===== config.mk =====
export PLATFORM = sky130hd
export DESIGN_NAME = temporizador_semaforo
export DESIGN_NICKNAME = d
export VERILOG_FILES = /design/src/rtl/temporizador_semaforo.sv
export SDC_FILE = /design/constraint.sdc
export NUM_CORES = 1
export LEC_CHECK = 0
export CORE_UTILIZATION = 52
export DETAILED_ROUTE_END_ITERATION = 7
export PLACE_DENSITY = 0.75
export SETUP_SLACK_MARGIN = 0.4
export SLEW_MARGIN = 20
export SYNTH_ARGS = -nofsm -noshare
export SYNTH_HDL_FRONTEND = slang
export SYNTH_SLANG_ARGS = --single-unit

===== constraint.sdc =====
create_clock -name clk -period 1.35 [get_ports clk]
set_input_delay 0.27 -clock clk [delete_from_list [all_inputs] [get_ports clk]]
set_output_delay 0.27 -clock clk [all_outputs]
set_load 0.02 [all_outputs]

===== src/rtl/temporizador_semaforo.sv =====
// Environment companion of the traffic-light controller: debounces the vehicle
// sensor into CAR, times the red phase into TIMEOUT and flags lamp protocol errors.
//
// prev lamp state | meaning
// LAMP_G          | last legal pattern seen was green (also the reset state)
// LAMP_Y          | last legal pattern seen was yellow
// LAMP_R          | last legal pattern seen was red
module temporizador_semaforo #(
    parameter int T_VERMELHO  = 8,
    parameter int DEB         = 3,
    parameter int T_VERDE_MIN = 4
) (
    input  logic clk,
    input  logic res,
    input  logic SENSOR,
    input  logic VERDE,
    input  logic AMARELO,
    input  logic VERMELHO,
    output logic CAR,
    output logic TIMEOUT,
    output logic ERRO
);

    localparam int DW  = (DEB > 1) ? $clog2(DEB) : 1;
    localparam int VGW = $clog2(T_VERDE_MIN + 1);
    localparam int VMW = $clog2(T_VERMELHO + 1);

    localparam logic [DW-1:0]  DEB_LAST = DW'(DEB - 1);
    localparam logic [VGW-1:0] VG_MAX   = VGW'(T_VERDE_MIN);
    localparam logic [VMW-1:0] VM_MAX   = VMW'(T_VERMELHO);
    localparam logic [VMW-1:0] VM_TO    = VMW'(T_VERMELHO - 2);

    typedef enum logic [1:0] {
        LAMP_G = 2'd0,
        LAMP_Y = 2'd1,
        LAMP_R = 2'd2
    } lamp_t;

    logic           s1, s2, filt;
    logic [DW-1:0]  deb_cnt;
    logic [VGW-1:0] verde_cnt;
    logic [VMW-1:0] verm_cnt;
    lamp_t          prev, cur;
    logic           legal, is_g, is_r, trans_ok;

    always_comb begin
        cur   = prev;
        legal = 1'b1;
        case ({VERDE, AMARELO, VERMELHO})
            3'b100:  cur = LAMP_G;
            3'b010:  cur = LAMP_Y;
            3'b001:  cur = LAMP_R;
            default: legal = 1'b0;
        endcase
    end

    assign is_g = legal && (cur == LAMP_G);
    assign is_r = legal && (cur == LAMP_R);

    // Y->Y is deliberately absent: yellow must last exactly one cycle.
    assign trans_ok = legal &&
        (((prev == LAMP_G) && ((cur == LAMP_G) || (cur == LAMP_Y))) ||
         ((prev == LAMP_Y) && (cur == LAMP_R)) ||
         ((prev == LAMP_R) && ((cur == LAMP_R) || (cur == LAMP_G))));

    always_ff @(posedge clk or negedge res) begin
        if (!res) begin
            s1      <= 1'b0;
            s2      <= 1'b0;
            filt    <= 1'b0;
            deb_cnt <= '0;
        end else begin
            s1 <= SENSOR;
            s2 <= s1;
            if (s2 != filt) begin
                if (deb_cnt == DEB_LAST) begin
                    filt    <= ~filt;
                    deb_cnt <= '0;
                end else begin
                    deb_cnt <= deb_cnt + DW'(1);
                end
            end else begin
                deb_cnt <= '0;
            end
        end
    end

    always_ff @(posedge clk or negedge res) begin
        if (!res) begin
            prev      <= LAMP_G;
            verde_cnt <= '0;
            verm_cnt  <= '0;
            CAR       <= 1'b0;
            TIMEOUT   <= 1'b0;
            ERRO      <= 1'b0;
        end else begin
            if (legal) begin
                prev <= cur;
            end

            if (is_g) begin
                if (verde_cnt != VG_MAX) verde_cnt <= verde_cnt + VGW'(1);
            end else begin
                verde_cnt <= '0;
            end

            if (is_r) begin
                if (verm_cnt != VM_MAX) verm_cnt <= verm_cnt + VMW'(1);
            end else begin
                verm_cnt <= '0;
            end

            CAR     <= is_g && filt && (verde_cnt >= VG_MAX);
            // Fires one edge early so the controller leaves red after exactly T_VERMELHO cycles.
            TIMEOUT <= is_r && (verm_cnt == VM_TO);

            if (!trans_ok || (is_r && (verm_cnt == VM_MAX))) begin
                ERRO <= 1'b1;
            end
        end
    end

endmodule


==> flow_summary.toml <==
[status]
outcome = "finished, final reports clean"

[die]
die_h_um = 41.2
io_pins = 9
rows = 13
start_util_pct = 58.5
die_width_um = 41.2
core_sq_um = 1370
dieArea_sq_um = 1700

[worst_setup_path]
critical-path-top-delay-family = "flip-flops"
critPathMaxStageDelay_ps = 430
cp.depth = 4
crit_path_start_kind = "flop"
cp_cell_sequence = "buf_4 > ha_1 > nand2b_1 > a21oi_2"
reg2reg_to = "verm_cnt[2]"
timing.rr.start = "verm_cnt[0]"
critical_path.n_buffers_inverters = 1
cp.arrival_ps = 1380
slowest_stage = "dfrtp_1"
r2r_slack_ps = 210
path_class = "reg2reg"
cp_max_fo = 2
cp_data_required_time_ps = 1580
worstRegToRegCells = 4
crit_path_end_kind = "flop"
startpoint = "verm_cnt[0]"
crit_end = "verm_cnt[2]"

[logic_synthesis]
ys_ff_latch = 17
synth_nets = 90
ys_types = 23
synth_area_per_cell_sq_um = 10.1
synth_most_common_cell = "dfrtp_1"
ys_seq_area_share_pct = 53.2
synth_commonest_cells = "17 x dfrtp_1, 10 x nor2_1, 9 x nand2_1"
async_reset_ff_share_pct = 100
yosysTopAreaCell = "dfrtp_1"
synth_cells = 79
yosys.area.top_type_share_pct = 53.2
ys_warn_count = 0
synth_ff_type = "dfrtp_1"
synth_area_sq_um = 800
synth-edff-count = 0
synthTopCellsByArea = "dfrtp_1 53%, ha_1 7.8%, nor2_1 4.7%, nand2_1 4.2%, inv_1 3.3%"

[power_and_ir_drop]
finalPower_mw = 1.14
p_leak_nw = 0.498
peakVddDrop_mv = 0.611
power_density_nw_per_um2 = 1010

[drt]
final_antenna_net_count = 0
first_pass_iters = 4
viasPerCell = 5.58
num_vias = 669
wl_per_cell_um = 15.8
drc = 0
drt_iter0_drc = 16
totalWireLength_um = 1900

[placed_design]
placed_area_sq_um = 952
post-place-ws_ps = -98.9
dp.cells = 106
gp_congestion = 0.702
dp_hpwl_um = 1130
port_buffers = 8

[clocking]
cts_max_level = 1
clk_latency_ps = 290
cts_inserted_buffers = 3
cts-root-buf = "clkbuf_4"
tritoncts = "yes"
clk_pin_slew_ps = 100
clockBufferDepth = 2
cts.sinks = 17

[finish]
fin_util_pct = 82.7
n_antenna_cell = 0
fin_cells = 120
n_fill_cell = 80
drive_above_1_share_pct = 39.0
design_area_sq_um = 1130
nets = 117
area_delta_synth_final_pct = 41.3

[sta]
setup_slack_ps = 209
slew_violations = 0
finalSetupTns_ps = 0
hold-worst-slack_ps = 291
period_share_pct = 84.5
layout_min_cycle_time_ps = 1140
fmax_mhz = 876
setup_viol = 0
rsz0062_at_grt = "true"
worst_pin_slew_ps = 297
hold_viol = 0
clock_skew_ps = 3.52
maxSlewHeadroom_pct = 79.9

[global_route]
grt_usage_pct = 25.0
grt_pass1_wl_um = 2520
grt_pass1_vias = 555
grt_max_degree = 18
antenna_found_initial = 0
grt_overflow = 0

[hold_path]
hold_path.class = "in2async"

[flow_run]
drv_cap = 0
-- registers in the layout, indices dropped and copies added (netlist names) --
| register | count |
|---|---|
| CAR | 1 |
| ERRO | 1 |
| TIMEOUT | 1 |
| deb_cnt | 2 |
| filt | 1 |
| prev | 2 |
| s1 | 1 |
| s2 | 1 |
| verde_cnt | 3 |
| verm_cnt | 4 |
-- metal layers --
metal / share of wire (%) / routed length (um) / track usage, % / vias up
met1: 39 / 737 / 27.4 / 318
li1: - / - / - / 318
met3: 4.7 / 89 / 6.52 / 6
met2: 54 / 1030 / 44.1 / 27
met4: 2.3 / 43 / 12.1 / 0
met5: 0 / 0 / 0 / -
-- logic make-up (layout without fill, tap and decap cells) --
family	count (synthesis)	count (layout)	synth area share, %
buf+inv	8	34	4.70
simple gates	31	31	19.4
compound gates	13	13	9.08
xor+xnor	4	4	4.38
fa+ha+maj	5	5	7.82
mux	1	1	1.41
flops	17	17	53.2
-- worst min-delay path by stage --
stage	slack, ps	endpoint	start
floorplan	-30	CAR	res
global placement	330	s2	s1
detailed placement	340	s2	s1
CTS	300	deb_cnt[0]	res
global route	310	deb_cnt[0]	res
finish	290	verm_cnt[0]	res
-- layout make-up --
class | count | area (sq um) | share of cell area [%]
clock buffer | 3 | 22.5 | 1.99
tap | 15 | 18.8 | 1.66
multi-input combinational | 54 | 432 | 38.2
clock inverter | 1 | 5.00 | 0.443
inverter | 7 | 26.3 | 2.33
sequential | 17 | 425 | 37.7
timing repair buffer | 23 | 200 | 17.7
-- power by group --
part	leakage (nW)	switching (mW)	internal, mW
clock	0.0177	0.164	0.110
sequential	0.219	0.0632	0.563
combinational	0.261	0.0931	0.146
-- timing repair --
| action | in CTS | in global routing |
|---|---|---|
| buffers inserted | 9 | 1 |
| endpoints found under the setup margin | 16 | 13 |
| cloned | 0 | 0 |
| resized for setup | 32 | 8 |
| pin swaps | 6 | 4 |
| hold buffers | 0 | 0 |
-- cell usage in the layout, fill, tap and decap left out, types with 3 or more instances in the layout --
master,synthesis,layout
clkbuf_4,0,3
buf_4,0,13
ha_4,0,3
nor3_1,3,3
buf_6,1,5
nor2_1,10,8
inv_1,7,3
o21ai_0,3,3
a21oi_1,5,4
dlygate4sd2_1,0,3
nand2_1,9,5
inv_2,0,4
dfrtp_1,17,17
-- worst register-to-register path: stages, from the launching register on --
cell and delay (ps):
dfrtp_1 430, buf_4 160, ha_1 210, nand2b_1 170, a21oi_2 120
Power figures use the tool's default switching activity.
